$ cat src/rtl/rfc_pkg.sv
// Shared types and constants for the register-file access controller.
package rfc_pkg;

  localparam int unsigned DEF_DATA_W = 8;
  localparam int unsigned DEF_ADDR_W = 3;
  localparam int unsigned NREQ       = 2;

  typedef enum logic [1:0] {
    IDLE,
    ACCESS,
    CAPTURE
  } state_e;

  typedef struct packed {
    logic                  we;
    logic [DEF_ADDR_W-1:0] addr1;
    logic [DEF_ADDR_W-1:0] addr2;
    logic [DEF_DATA_W-1:0] wdata;
  } lat_req_t;

endpackage

$ cat src/rtl/rfc_arbiter.sv
// Two-way request arbiter. RFC_RR_EN selects round-robin with a last-grant
// pointer; otherwise requester 0 has fixed priority and no pointer state exists.
module rfc_arbiter
  import rfc_pkg::*;
(
`ifdef RFC_RR_EN
  input  logic            clk,
  input  logic            rst_n,
  input  logic            arb_en,
`endif
  input  logic [NREQ-1:0] req,
  output logic [NREQ-1:0] win_oh,
  output logic            win_vld
);

`ifdef RFC_RR_EN
  // last_q holds the index of the most recently granted requester.
  logic last_q, last_d;

  always_comb begin
    win_oh  = req;
    win_vld = |req;
    if (req == 2'b11) begin
      win_oh = last_q ? 2'b01 : 2'b10;
    end
    last_d = last_q;
    if (arb_en && win_vld) begin
      last_d = win_oh[1];
    end
  end

  always_ff @(posedge clk or negedge rst_n) begin
    if (!rst_n) begin
      last_q <= 1'b1;
    end else begin
      last_q <= last_d;
    end
  end
`else
  always_comb begin
    win_vld = |req;
    win_oh  = req[0] ? 2'b01 : {req[1], 1'b0};
  end
`endif

endmodule

$ cat src/rtl/rf_access_ctrl.sv
// Two-requester access controller for the 8x8 register file: arbitrates,
// sequences one op onto the shared file port, returns read data. Macro: RFC_RR_EN.
module rf_access_ctrl
  import rfc_pkg::*;
#(
  parameter int unsigned DATA_W = DEF_DATA_W,
  parameter int unsigned ADDR_W = DEF_ADDR_W
) (
  input  logic                   clk,
  input  logic                   rst_n,
  input  logic [NREQ-1:0]        req,
  input  logic [NREQ-1:0]        we,
  input  logic [NREQ*ADDR_W-1:0] addr1,
  input  logic [NREQ*ADDR_W-1:0] addr2,
  input  logic [NREQ*DATA_W-1:0] wdata,
  output logic [NREQ-1:0]        gnt,
  output logic [NREQ-1:0]        rvalid,
  output logic [DATA_W-1:0]      rdata1,
  output logic [DATA_W-1:0]      rdata2,
  output logic                   busy,
  output logic [ADDR_W-1:0]      rf_op1,
  output logic [ADDR_W-1:0]      rf_op2,
  output logic [DATA_W-1:0]      rf_data,
  output logic                   rf_en_write,
  input  logic [DATA_W-1:0]      rf_out1,
  input  logic [DATA_W-1:0]      rf_out2
);

  state_e            state_q, state_d;
  lat_req_t          lat_q, lat_d;
  logic [NREQ-1:0]   win_q, win_d;
  logic [NREQ-1:0]   rvalid_q, rvalid_d;
  logic [DATA_W-1:0] rdata1_q, rdata1_d;
  logic [DATA_W-1:0] rdata2_q, rdata2_d;

  logic [NREQ-1:0]   win_oh;
  logic              win_vld;
  logic              arb_en;

  assign arb_en = (state_q == IDLE);

  rfc_arbiter u_arbiter (
`ifdef RFC_RR_EN
    .clk     (clk),
    .rst_n   (rst_n),
    .arb_en  (arb_en),
`endif
    .req     (req),
    .win_oh  (win_oh),
    .win_vld (win_vld)
  );

  always_comb begin
    state_d  = state_q;
    lat_d    = lat_q;
    win_d    = win_q;
    rdata1_d = rdata1_q;
    rdata2_d = rdata2_q;
    rvalid_d = '0;

    case (state_q)
      IDLE: begin
        if (arb_en && win_vld) begin
          win_d   = win_oh;
          state_d = ACCESS;
          for (int unsigned i = 0; i < NREQ; i++) begin
            if (win_oh[i]) begin
              lat_d.we    = we[i];
              lat_d.addr1 = addr1[i*ADDR_W +: ADDR_W];
              lat_d.addr2 = addr2[i*ADDR_W +: ADDR_W];
              lat_d.wdata = wdata[i*DATA_W +: DATA_W];
            end
          end
        end
      end
      ACCESS: begin
        state_d = lat_q.we ? IDLE : CAPTURE;
      end
      CAPTURE: begin
        rdata1_d = rf_out1;
        rdata2_d = rf_out2;
        rvalid_d = win_q;
        state_d  = IDLE;
      end
      default: begin
        state_d = IDLE;
      end
    endcase
  end

  always_ff @(posedge clk or negedge rst_n) begin
    if (!rst_n) begin
      state_q  <= IDLE;
      lat_q    <= '0;
      win_q    <= '0;
      rvalid_q <= '0;
      rdata1_q <= '0;
      rdata2_q <= '0;
    end else begin
      state_q  <= state_d;
      lat_q    <= lat_d;
      win_q    <= win_d;
      rvalid_q <= rvalid_d;
      rdata1_q <= rdata1_d;
      rdata2_q <= rdata2_d;
    end
  end

  // Port-facing outputs are decoded from state and latched fields only, so an
  // asynchronous reset drops rf_en_write before the file can commit a write.
  assign gnt         = (state_q == ACCESS) ? win_q : '0;
  assign rf_en_write = (state_q == ACCESS) && lat_q.we;
  assign rf_data     = rf_en_write ? lat_q.wdata : '0;
  assign rf_op1      = lat_q.addr1;
  assign rf_op2      = lat_q.addr2;
  assign busy        = (state_q != IDLE);
  assign rvalid      = rvalid_q;
  assign rdata1      = rdata1_q;
  assign rdata2      = rdata2_q;

endmodule

$ cat config.mk
export PLATFORM = sky130hd
export DESIGN_NAME = rf_access_ctrl
export DESIGN_NICKNAME = d
export VERILOG_FILES = /design/src/rtl/rfc_pkg.sv /design/src/rtl/rfc_arbiter.sv /design/src/rtl/rf_access_ctrl.sv
export SDC_FILE = /design/constraint.sdc
export NUM_CORES = 1
export LEC_CHECK = 0
export CAP_MARGIN = 20
export CORE_UTILIZATION = 40
export CTS_CLUSTER_DIAMETER = 60
export DETAILED_ROUTE_END_ITERATION = 16
export PLACE_DENSITY = 0.88
export SLEW_MARGIN = 20
export SYNTH_ARGS = -nofsm -noshare
export SYNTH_HDL_FRONTEND = slang
export SYNTH_SLANG_ARGS = --single-unit
export TNS_END_PERCENT = 5
$ cat constraint.sdc
create_clock -name clk -period 2.4 [get_ports clk]
set_clock_uncertainty 0.2 [all_clocks]
set_input_delay 0.48 -clock clk [delete_from_list [all_inputs] [get_ports clk]]
set_output_delay 0.48 -clock clk [all_outputs]
set_load 0.01 [all_outputs]
; After elaboration in Yosys (flattened, before gate mapping)
; Index checks and enable logic that the tools add are counted.
[totals]
ff_bits = 37
latchBits = 0
ramBits = 0
romBits = 0
inputBits = 50
n_memories = 0
[op_classes]
add_sub_neg = 0
multipliers = 0
n_div = 0
order_cmp = 0
n_eq_ne = 3
shifts = 0
n_mux = 9
bitwise_logic = 0
reduce_logical = 8
[op_table]
columns = operator, n
row1 = 15-bit 2-to-1 mux, 2
row2 = 2-bit 2-to-1 mux, 5
row3 = 8-bit 2-to-1 mux, 1
row4 = 2-bit case mux with 2 select lines, 1
row5 = 2-bit nonzero test, 2
row6 = 3-bit AND reduction, 1
row7 = 2-bit by 1-bit == test with 1-bit output (second input constant), 1
row8 = 2-bit == test (second input constant), 1
row9 = 1-bit logical AND, 2
row10 = 2-bit zero test, 1
row11 = 2-bit by 1-bit != test with 1-bit output (second input constant), 1
row12 = 2-bit AND reduction, 1
row13 = 2-bit OR reduction, 1

; Longest topological paths before layout
; Gate-level depths: netlist (run 1).
[logic_depth]
word_depth = 4
depth_mapped = 5
depth_no_buf = 3

; Hierarchy
; Synthesis (run 1) repeated with hierarchy kept, for this count alone.
[unflattened]
cells_unflattened = 124
hier_area_um2 = 1761.7
[by_module_without_submodules]
columns = mod, instances, cells_per_inst, area_each_um2, seq_area_each_um2
row1 = rf_access_ctrl, 1, 121, 1741.7, 925.9
row2 = rfc_arbiter, 1, 3, 20.0, 0.0

; Worst setup path before layout (run 1)
; OpenSTA, ideal clock, no wires.
[synth_timing]
path_type = input to register
startpoint = in req[0]
endpoint = reg lat_q[14] (netlist bit)
arrival_ns = 1.391
path_slack_ns = 0.684
stages = 5
n_path_buf = 2
path_cell_list = nand2b_4 buf_6 buf_12 mux2_4 mux2_4
[synth_via]
elab_chain_len = 3
elab_cells_between_ends = 6
classes_between = mux (2) / reduce/logical (4)
[synth_rtl]
columns = item, line_no
row1 = from (decl), rf_access_ctrl.sv:11  ; input logic [NREQ-1:0] req,
row2 = 2-bit 2-to-1 mux or 2-bit OR reduction (tied branches), "rfc_arbiter.sv:42, rfc_arbiter.sv:41"
row3 = 2-bit nonzero test (no line) or 1-bit logical AND (tied branches), --
row4 = 3-bit AND reduction (no line), --
row5 = to (signal assigned), rf_access_ctrl.sv:101  ; lat_q <= lat_d;
row6 = to (decl), rf_access_ctrl.sv:30  ; lat_req_t lat_q, lat_d;
; Several ways; a longest one is shown, not always the timed one.
; A chain may end at the register's enable or synchronous reset.

; Final worst setup path (run 1)
[layout_timing]
startpoint = reg state_q[1]
endpoint = out rf_data[4]
[layout_via]
elab_chain_len = 3
[layout_rtl]
columns = item, line_no
row1 = from (decl), rf_access_ctrl.sv:29  ; state_e state_q, state_d;
row2 = from (signal assigned), rf_access_ctrl.sv:100  ; state_q <= state_d;
row3 = 2-bit by 1-bit == test with 1-bit output, rf_access_ctrl.sv:112  ; assign rf_en_write = (state_q == ACCESS) && lat_q.we;
row4 = 1-bit logical AND, rf_access_ctrl.sv:112
row5 = 8-bit 2-to-1 mux, rf_access_ctrl.sv:113  ; assign rf_data = rf_en_write ? lat_q.wdata : '0;
row6 = to (decl), rf_access_ctrl.sv:23  ; output logic [DATA_W-1:0] rf_data,
; No other way between the ends.

==> results.md, run 1 <==
- Fin. max-slew vios: 0
- CTS buffer count: 5
- Seq pwr share: 0.356
- RSZ-0062 raised after global routing: no
- IO Count: 86
- Area Overhead vs Synth: 52.17%
- Largest family of logic cells by synthesized area: multiplexers
- Crit path required time: 1.72 ns
- DRT iter0 DRCs: 43
- Status: complete, no violations
- Seq/Total Area, Yosys: 0.5189
- Worst reg2reg setup slack: 0.67 ns
- Initial antenna violation count: 0
- Worst-skew pair later-pin latency: 0.28 ns
- Nets: 254
- CTS Buffer Depth: 2
- Clock Tree Root: clkbuf_8
- Clk sinks: 37
- Final Cycle Share: 0.9718
- Via count: 1222
- # setup viols final: 0
- CTS tree: yes
- Syn Nets: 172
- Synth top area cells: dfrtp_1 52%, mux2_4 17%, mux2_2 16%, buf_4 2.9%, and3_1 2.8%
- Die height: 68.79 um
- Worst rel slew slack: 0.4737
- Adder-Cell Fraction of Synth Area: 0
- Highest Clock Rate: 0.4288 GHz
- PwrDens: 1144 nW/um^2
- Number of buffers added on ports: 85
- Routed WL per cell: 13.60 um
- Pleak: 1.265 nW
- Vias/cell: 4.792
- Switching share of power: 0.2969
- Max_cap viols: 0
- Die Wd: 68.79 um
- Slew @ Worst Pin: 0.7895 ns
- Mux contribution to synthesized area: 0.3324
- Slowest cell delay on critical path: 0.54 ns
- Tot GR Track Use: 0.1611
- Clock power share: 0.131
- VDD IR max: 0.4248 mV
- Number of global-route vias before repair: 1144
- CP max FO: 8
- Drt total wl: 3.468 mm
- Placed cells: 247
- Hold buffers post-CTS: 0
- Post-synthesis cell type count: 19
- H-tree Lvls: 2
- # rows: 23
- CP max stage cell: clkdlybuf4s50_1
- Initial Util: 0.4306
- Global route total overflow: 0
- Psw: 0.9223 mW
- Most numerous cell in the Yosys netlist: dfrtp_1
- CP bufs+invs: 2
- Register area: 925.9 um^2
- Startpoint type of the worst setup path: register
- Clock transition at path regs: 0.07 ns
- EDFF count, synth: 0
- Cell family with most CP delay: buffers and inverters
- Final worst path period need: 2.332 ns
- Synth Area in XOR/XNOR: 0
- Compound-Gate Fraction of Synth Area: 0.01403
- Yosys Warn Count: 0
- Largest area contributor in the netlist: dfrtp_1
- Synth Area in Simple Gates: 0.06522
- Drt pass-1 iters: 3
- # resized after CTS: 0
- Final Hold Fails: 0
- Logic pwr share: 0.513
- ANT cells: 0
- Area fraction of the dominant cell type after synthesis: 0.5189
- Cells after synthesis: 122
- Total negative setup slack: 0 ns
- Worst setup EP type: primary output
- Area of the mapped netlist: 1784 um^2
- Crit-path cells: nor2b_2 > buf_4 > and3_1 > clkdlybuf4s50_1
- Syn Area/Cell: 14.62 um^2
- Hold Crit Class: input pin to asynchronous set/reset pin
- Filler cell count in the final layout: 327
- Die area: 4731 um^2
- Setup CP Type: register to primary output
- First-pass GRT wire length: 5.457 mm
- Fin cells: 255
- Pin count of the biggest net entering global routing: 38
- Top cells by count, synth: 37 x dfrtp_1, 26 x mux2_2, 20 x mux2_4
- DRC errors left: 0
- Routed Antenna Nets: 0
- Crit path DAT: 1.65 ns
- Share of cells above drive strength 1: 0.2976
- Seq cells post-synth: 37
- DP Wirelength: 2.514 mm
- GP Congestion: 0.6938
- Area occupied by multi-input gates: 737.0 um^2
- Post-CTS Setup Bufs: 0
- Primary FF master, synth: dfrtp_1
- Cell-internal power: 2.184 mW
- Area of the core: 4144 um^2
- Asr flop ratio synth: 1.000
[final timing paths]
path,start,endpoint,depth (start not counted)
setup / recovery,state_q[1],rf_data[4],4
hold / removal,rst_n,rdata2[3],1
setup reg to reg,state_q[1],lat_q[4],4
hold reg to reg,lat_q[1],lat_q[1],1
max in group asynchronous,rst_n,state_q[0],1
min in group clk,lat_q[1],lat_q[1],1
[cell usage in the layout, fill, tap and decap left out, types with 2 or more instances in the layout]
cell type        Yosys  routed
clkinv_2             0       2
and2_1               3       3
clkbuf_8             0       5
mux2_2              26      26
inv_1                3       3
mux2_4              20      20
dfrtp_1             37      37
buf_4                7       3
nor2_1               3       3
dlymetal6s2s_1       0       3
clkdlybuf4s50_1      0      81
and3_1               8       8
[worst reg2reg max path, stage by stage, from the launching register on]
cell     delay (ns)
dfrtp_1        0.40
nor2_1         0.26
o21a_1         0.23
buf_12         0.18
mux2_2         0.34
[area by class of cell]
class / count / share of cell area
Inverter: 3 / 0.004147
Sequential cell: 37 / 0.3410
Clock buffer: 6 / 0.02673
Multi-Input combinational cell: 68 / 0.2714
Tap cell: 50 / 0.02304
Clock inverter: 2 / 0.003687
Timing Repair Buffer: 89 / 0.3300
[logic make-up (layout without fill, tap and decap cells)]
logic type      after synthesis  count (layout)
flops                        37              37
compound gates                3               3
simple gates                 19              19
mux                          46              46
buf+inv                      17             100
[flip-flops by register name (all words and copies together) (netlist names)]
signal,count
rdata2,8
rvalid,2
rf_op1,3
win_q,2
rf_op2,3
rdata1,8
lat_q,9
state_q,2
[per-layer routing]
layer	global-route usage	part of all wire	routed length (um)
met3	0.04934	0.093	321
met1	0.1948	0.43	1504
met5	0	0	0
met4	0.06122	0.013	46
met2	0.2684	0.46	1596
[power groups by stage]
stage,Combinational [mW],Sequential [mW],Clock (mW)
4_1_cts,1.62,1.11,0.424
6_report,1.59,1.11,0.407
5_1_grt,1.71,1.15,0.447
3_5_place_dp,1.62,1.11,0
3_3_place_gp,1.59,1.10,0
2_1_floorplan,0.871,1.14,0
[metrics by stage]
step                worst slack, ns  hold slack, ns  area, um^2  power (mW)  utilization
floorplan                    0.6838        -0.01559        1784       2.015            -
global placement             0.1363          0.2847        2623       2.693       0.6329
detailed placement           0.1139          0.2902        2623       2.735       0.6329
CTS                         0.02077          0.1131        2705       3.153       0.6528
global route               0.001797          0.1523        2715       3.313       0.6552
finish                      0.06776         0.07317        2715       3.107       0.6552
Note: power is estimated with default switching activity, not from simulation.
==> run 2, diff against run 1 <==
--- a/config.mk
+++ b/config.mk
@@ -13,5 +13,6 @@
 export SLEW_MARGIN = 20
 export SYNTH_ARGS = -nofsm -noshare
 export SYNTH_HDL_FRONTEND = slang
+export SYNTH_HIERARCHICAL = 1
 export SYNTH_SLANG_ARGS = --single-unit
 export TNS_END_PERCENT = 5
==> results.md, run 2 <==
- Status: complete, no violations
- Most frequent cells in the layout: 73 x clkdlybuf4s50_1, 37 x dfrtp_1, 36 x mux2_2, 10 x mux2_4, 8 x and3_1
- Total negative setup slack: 0 ns
- Number of buffers added on ports: 85
- Cells after synthesis: 124
- DRC errors left: 0
- Max reg flops: 9
- Fin. max-slew vios: 0
- Worst-skew pair later-pin latency: 0.28 ns
- CTS buffer count: 5
- Syn Nets: 174
- DRT iter0 DRCs: 66
- Largest reg by FF count: lat_q
- Pin count of the biggest net entering global routing: 38
- Tot GR Track Use: 0.1708
- PwrDens: 1109 nW/um^2
- Area occupied by multi-input gates: 735.7 um^2
- Syn Area/Cell: 14.21 um^2
- Die area: 4674 um^2
- CTS tree: yes
- CP max FO: 4
- Final Cycle Share: 0.9639
- Initial antenna violation count: 0
- Synth top area cells: dfrtp_1 53%, mux2_2 23%, mux2_4 8.5%, buf_4 3.8%, and3_1 2.8%
- Area of the mapped netlist: 1762 um^2
- Clock Tree Root: clkbuf_8
- Most numerous cell in the Yosys netlist: dfrtp_1
- Most common cell after layout, fill and taps aside: clkdlybuf4s50_1
- Final Hold Fails: 0
- Pleak: 1.257 nW
- Crit path required time: 1.72 ns
- Max_cap viols: 0
- ANT cells: 0
- Share of cells above drive strength 1: 0.3190
- Largest area contributor in the netlist: dfrtp_1
- Drt total wl: 3.678 mm
- RSZ-0062 raised after global routing: no
- Register area: 925.9 um^2
- Highest Clock Rate: 0.4323 GHz
- H-tree Lvls: 2
- Filler cell count in the final layout: 343
- Asr flop ratio synth: 1.000
- Worst reg2reg setup slack: 0.71 ns
- VDD IR max: 0.4598 mV
- Slew @ Worst Pin: 0.8024 ns
- # setup viols final: 0
- CTS Buffer Depth: 2
- Via count: 1234
- First-pass GRT wire length: 5.575 mm
- Setup CP Type: register to primary output
- Startpoint type of the worst setup path: register
- Yosys Warn Count: 6
- EDFF count, synth: 0
- Global route total overflow: 0
- # rows: 23
- Area of the core: 4115 um^2
- DP Wirelength: 2.764 mm
- Routed WL per cell: 14.15 um
- Clock transition at path regs: 0.07 ns
- Die height: 68.37 um
- Drt pass-1 iters: 4
- Top cells by count, synth: 37 x dfrtp_1, 36 x mux2_2, 10 x mux2_4
- Number of global-route vias before repair: 1193
- Routed Antenna Nets: 0
- Area fraction of the dominant cell type after synthesis: 0.5256
- Seq/Total Area, Yosys: 0.5256
- GP Congestion: 0.7207
- Area Overhead vs Synth: 53.84%
- Crit path DAT: 1.63 ns
- Nets: 259
- IO Count: 86
- Vias/cell: 4.746
- Worst rel slew slack: 0.4651
- Hold Crit Class: input pin to asynchronous set/reset pin
- Initial Util: 0.4281
- Primary FF master, synth: dfrtp_1
- Tot Pwr: 3.006 mW
- Die Wd: 68.37 um
- Clk sinks: 37
- Post-synthesis cell type count: 20
- Seq cells post-synth: 37
- Worst setup EP type: primary output
- Final worst path period need: 2.313 ns
run 2: cell count changes in the layout (fill, tap and decap cells not counted), moves of 2 or more:
cell	delta
clkdlybuf4s50_1	-8
mux2_2	+10
dlygate4sd2_1	+7
o21ai_0	+2
buf_4	+3
mux2_4	-10
run 2: routing by layer:
metal  vias up  global-route usage  part of all wire
met5         -                   0                 0
met4         0             0.09375             0.017
met3         5             0.04833             0.090
met2        58              0.2966              0.50
met1       582              0.1857              0.39
li1        589                   -                 -
run 2: repair_timing:
action,4_1_cts,5_1_grt
endpoints found under the hold margin,0,0
gates cloned,1,0
endpoints found under the setup margin,11,4
hold buffers,0,0
gates resized for setup,9,4
setup buffers,1,0
run 2: cells by family (layout without fill, tap and decap cells):
kind of cell           count (synthesis)  in the layout  share of synthesized area
AOI/OAI and AO/OA                      3              3                    0.01420
muxes                                 46             46                     0.3153
and+or+nand+nor                       22             23                    0.08098
DFF                                   37             37                     0.5256
buffers and inverters                 16            101                    0.06392
run 2: layout make-up:
cell class                 instances  share of cell area
multi-input combinational         72              0.2715
tap                               50             0.02308
clock inverter                     3            0.006464
inverter                           2            0.002770
sequential                        37              0.3416
clock buffer                       5             0.02539
timing repair buffer              91              0.3292
run 2: worst max-delay path, cell delays in order, from the launching register on:
cell and delay, ns:
dfrtp_1 0.43, buf_4 0.16, or2_2 0.28, clkdlybuf4s50_1 0.49
run 2: through the flow:
step                        util  instances  hold slack, ns  worst slack, ns  area [um^2]
after floorplan                -        124        -0.01559           0.5558         1762
after global placement    0.6330        250          0.2855          0.03145         2605
after detailed placement  0.6330        250          0.2872          0.01794         2605
after CTS                 0.6561        260         0.09898         0.003996         2700
after global routing      0.6586        260          0.1449          0.03513         2710
final                     0.6586        260         0.08008          0.08662         2710
run 2: final timing paths:
kind,to,start,cells after the start
hold reg to reg,lat_q[7],lat_q[7],1
setup / recovery,busy,state_q[1],3
hold / removal,rdata2[2],rst_n,1
setup reg to reg,lat_q[4],state_q[1],3
min in group clk,lat_q[7],lat_q[7],1
max in group asynchronous,rf_op1[2],rst_n,1
run 2: where the power goes:
group          total (mW)  internal (mW)  switching [mW]
clock               0.413          0.200           0.213
sequential           1.11          0.933           0.181
combinational        1.48          0.963           0.515
total                3.01           2.10           0.910
==> run 3, diff against run 2 <==
--- a/config.mk
+++ b/config.mk
@@ -9,6 +9,7 @@
 export CORE_UTILIZATION = 40
 export CTS_CLUSTER_DIAMETER = 60
 export DETAILED_ROUTE_END_ITERATION = 16
+export MAX_ROUTING_LAYER = met4
 export PLACE_DENSITY = 0.88
 export SLEW_MARGIN = 20
 export SYNTH_ARGS = -nofsm -noshare
==> results.md, run 3 (synthesis results as in run 2) <==
- Area Overhead vs Synth: 53.84%
- R2r worst-path depth: 3
- Max reg flops: 9
- IO Count: 86
- Global route total overflow: 0
- Final Hold Fails: 0
- PwrDens: 1109 nW/um^2
- Die Wd: 68.37 um
- Initial Util: 0.4281
- Number of global-route vias before repair: 1194
- Largest reg by FF count: lat_q
- Clock transition at path regs: 0.07 ns
- RSZ-0062 raised after global routing: no
- Most common cell after layout, fill and taps aside: clkdlybuf4s50_1
- Status: complete, no violations
- CTS Buffer Depth: 2
- Routed WL per cell: 14.10 um
- CP max FO: 4
- Setup CP Type: register to primary output
- Number of buffers added on ports: 85
- ANT cells: 0
- Pleak: 1.257 nW
- CTS tree: yes
- Clock Tree Root: clkbuf_8
- Core Util, Final: 0.6586
- Pin count of the biggest net entering global routing: 38
- Clk sinks: 37
- Hold buffers post-CTS: 0
- Most frequent cells in the layout: 73 x clkdlybuf4s50_1, 37 x dfrtp_1, 36 x mux2_2, 10 x mux2_4, 8 x and3_1
- DRT iter0 DRCs: 56
- Tot GR Track Use: 0.1751
- VDD IR max: 0.4589 mV
- Worst-skew pair later-pin latency: 0.28 ns
- GP Congestion: 0.7292
- Initial antenna violation count: 0
- CTS buffer count: 5
- Share of cells above drive strength 1: 0.3190
- Total negative setup slack: 0 ns
- Vias/cell: 4.762
- DP Wirelength: 2.764 mm
- # setup viols final: 0
- Die area: 4674 um^2
- Crit Reg-Reg Startpoint: state_q[1]
- # rows: 23
- Startpoint type of the worst setup path: register
- Crit path DAT: 1.63 ns
- Worst reg2reg setup slack: 0.71 ns
- Routed Antenna Nets: 0
- H-tree Lvls: 2
- Final Cycle Share: 0.9638
- Max_cap viols: 0
- Worst rel slew slack: 0.4671
- Die height: 68.37 um
- Drt pass-1 iters: 4
- Hold Crit Class: input pin to asynchronous set/reset pin
- Reg2Reg Capture Point: lat_q[4]
- Crit path required time: 1.72 ns
- Drt total wl: 3.667 mm
- Area of the core: 4115 um^2
- Filler cell count in the final layout: 343
- Fin. max-slew vios: 0
- First-pass GRT wire length: 5.561 mm
- Worst setup EP type: primary output
- DRC errors left: 0
- Via count: 1238
- Slew @ Worst Pin: 0.7994 ns
- Final worst path period need: 2.313 ns
- Highest Clock Rate: 0.4323 GHz
- Nets: 259
## run 3: area by class of cell
cell class              count  area, um^2  share of cell area
repair buffers             91       892.1              0.3292
inverters                   2       7.507            0.002770
flip-flops and latches     37       925.9              0.3416
clock buffers               5       68.82             0.02539
clock inverters             3       17.52            0.006464
well taps                  50       62.56             0.02308
multi-input cells          72       735.7              0.2715
## run 3: through the flow
step	instances	instance area (um^2)	hold WS (ns)	setup slack [ns]	power, mW
5_1_grt	260	2710	0.1413	0.03512	3.203
3_5_place_dp	250	2605	0.2872	0.01794	2.626
2_1_floorplan	124	1762	-0.01559	0.5558	1.965
3_3_place_gp	250	2605	0.2855	0.03145	2.574
4_1_cts	260	2700	0.09898	0.003996	3.052
6_report	260	2710	0.07954	0.08692	3.006
## run 3: worst max-delay path by stage
stage	start	end	slack, ns	cells after the start
3_5_place_dp	req[1]	lat_q[2]	0.02	5
3_3_place_gp	req[1]	lat_q[2]	0.03	5
4_1_cts	state_q[1]	rf_data[0]	0.004	3
2_1_floorplan	req[1]	lat_q[14]	0.56	5
5_1_grt	state_q[1]	busy	0.04	3
6_report	state_q[1]	busy	0.09	3
## run 3: where the power goes
group          internal (mW)  switching [mW]
sequential             0.933           0.181
combinational          0.963           0.516
clock                  0.200           0.213
total                   2.10           0.910
## run 3: timing repair
action | in CTS | in global routing
setup buffers | 1 | 0
hold endpoints to repair | 0 | 0
cloned | 1 | 0
gates resized for setup | 9 | 4
endpoints found under the setup margin | 11 | 4
## run 3: per-layer routing
metal | up-vias | global-route usage | share of wire
met5 | - | - | 0
met2 | 58 | 0.2966 | 0.50
met1 | 586 | 0.1836 | 0.40
met4 | 0 | 0.09375 | 0.017
li1 | 589 | - | -
met3 | 5 | 0.04833 | 0.088
## run 3: critical path: stages (launching register included)
cell and delay [ns]:
dfrtp_1 0.43, buf_4 0.16, or2_2 0.28, clkdlybuf4s50_1 0.49
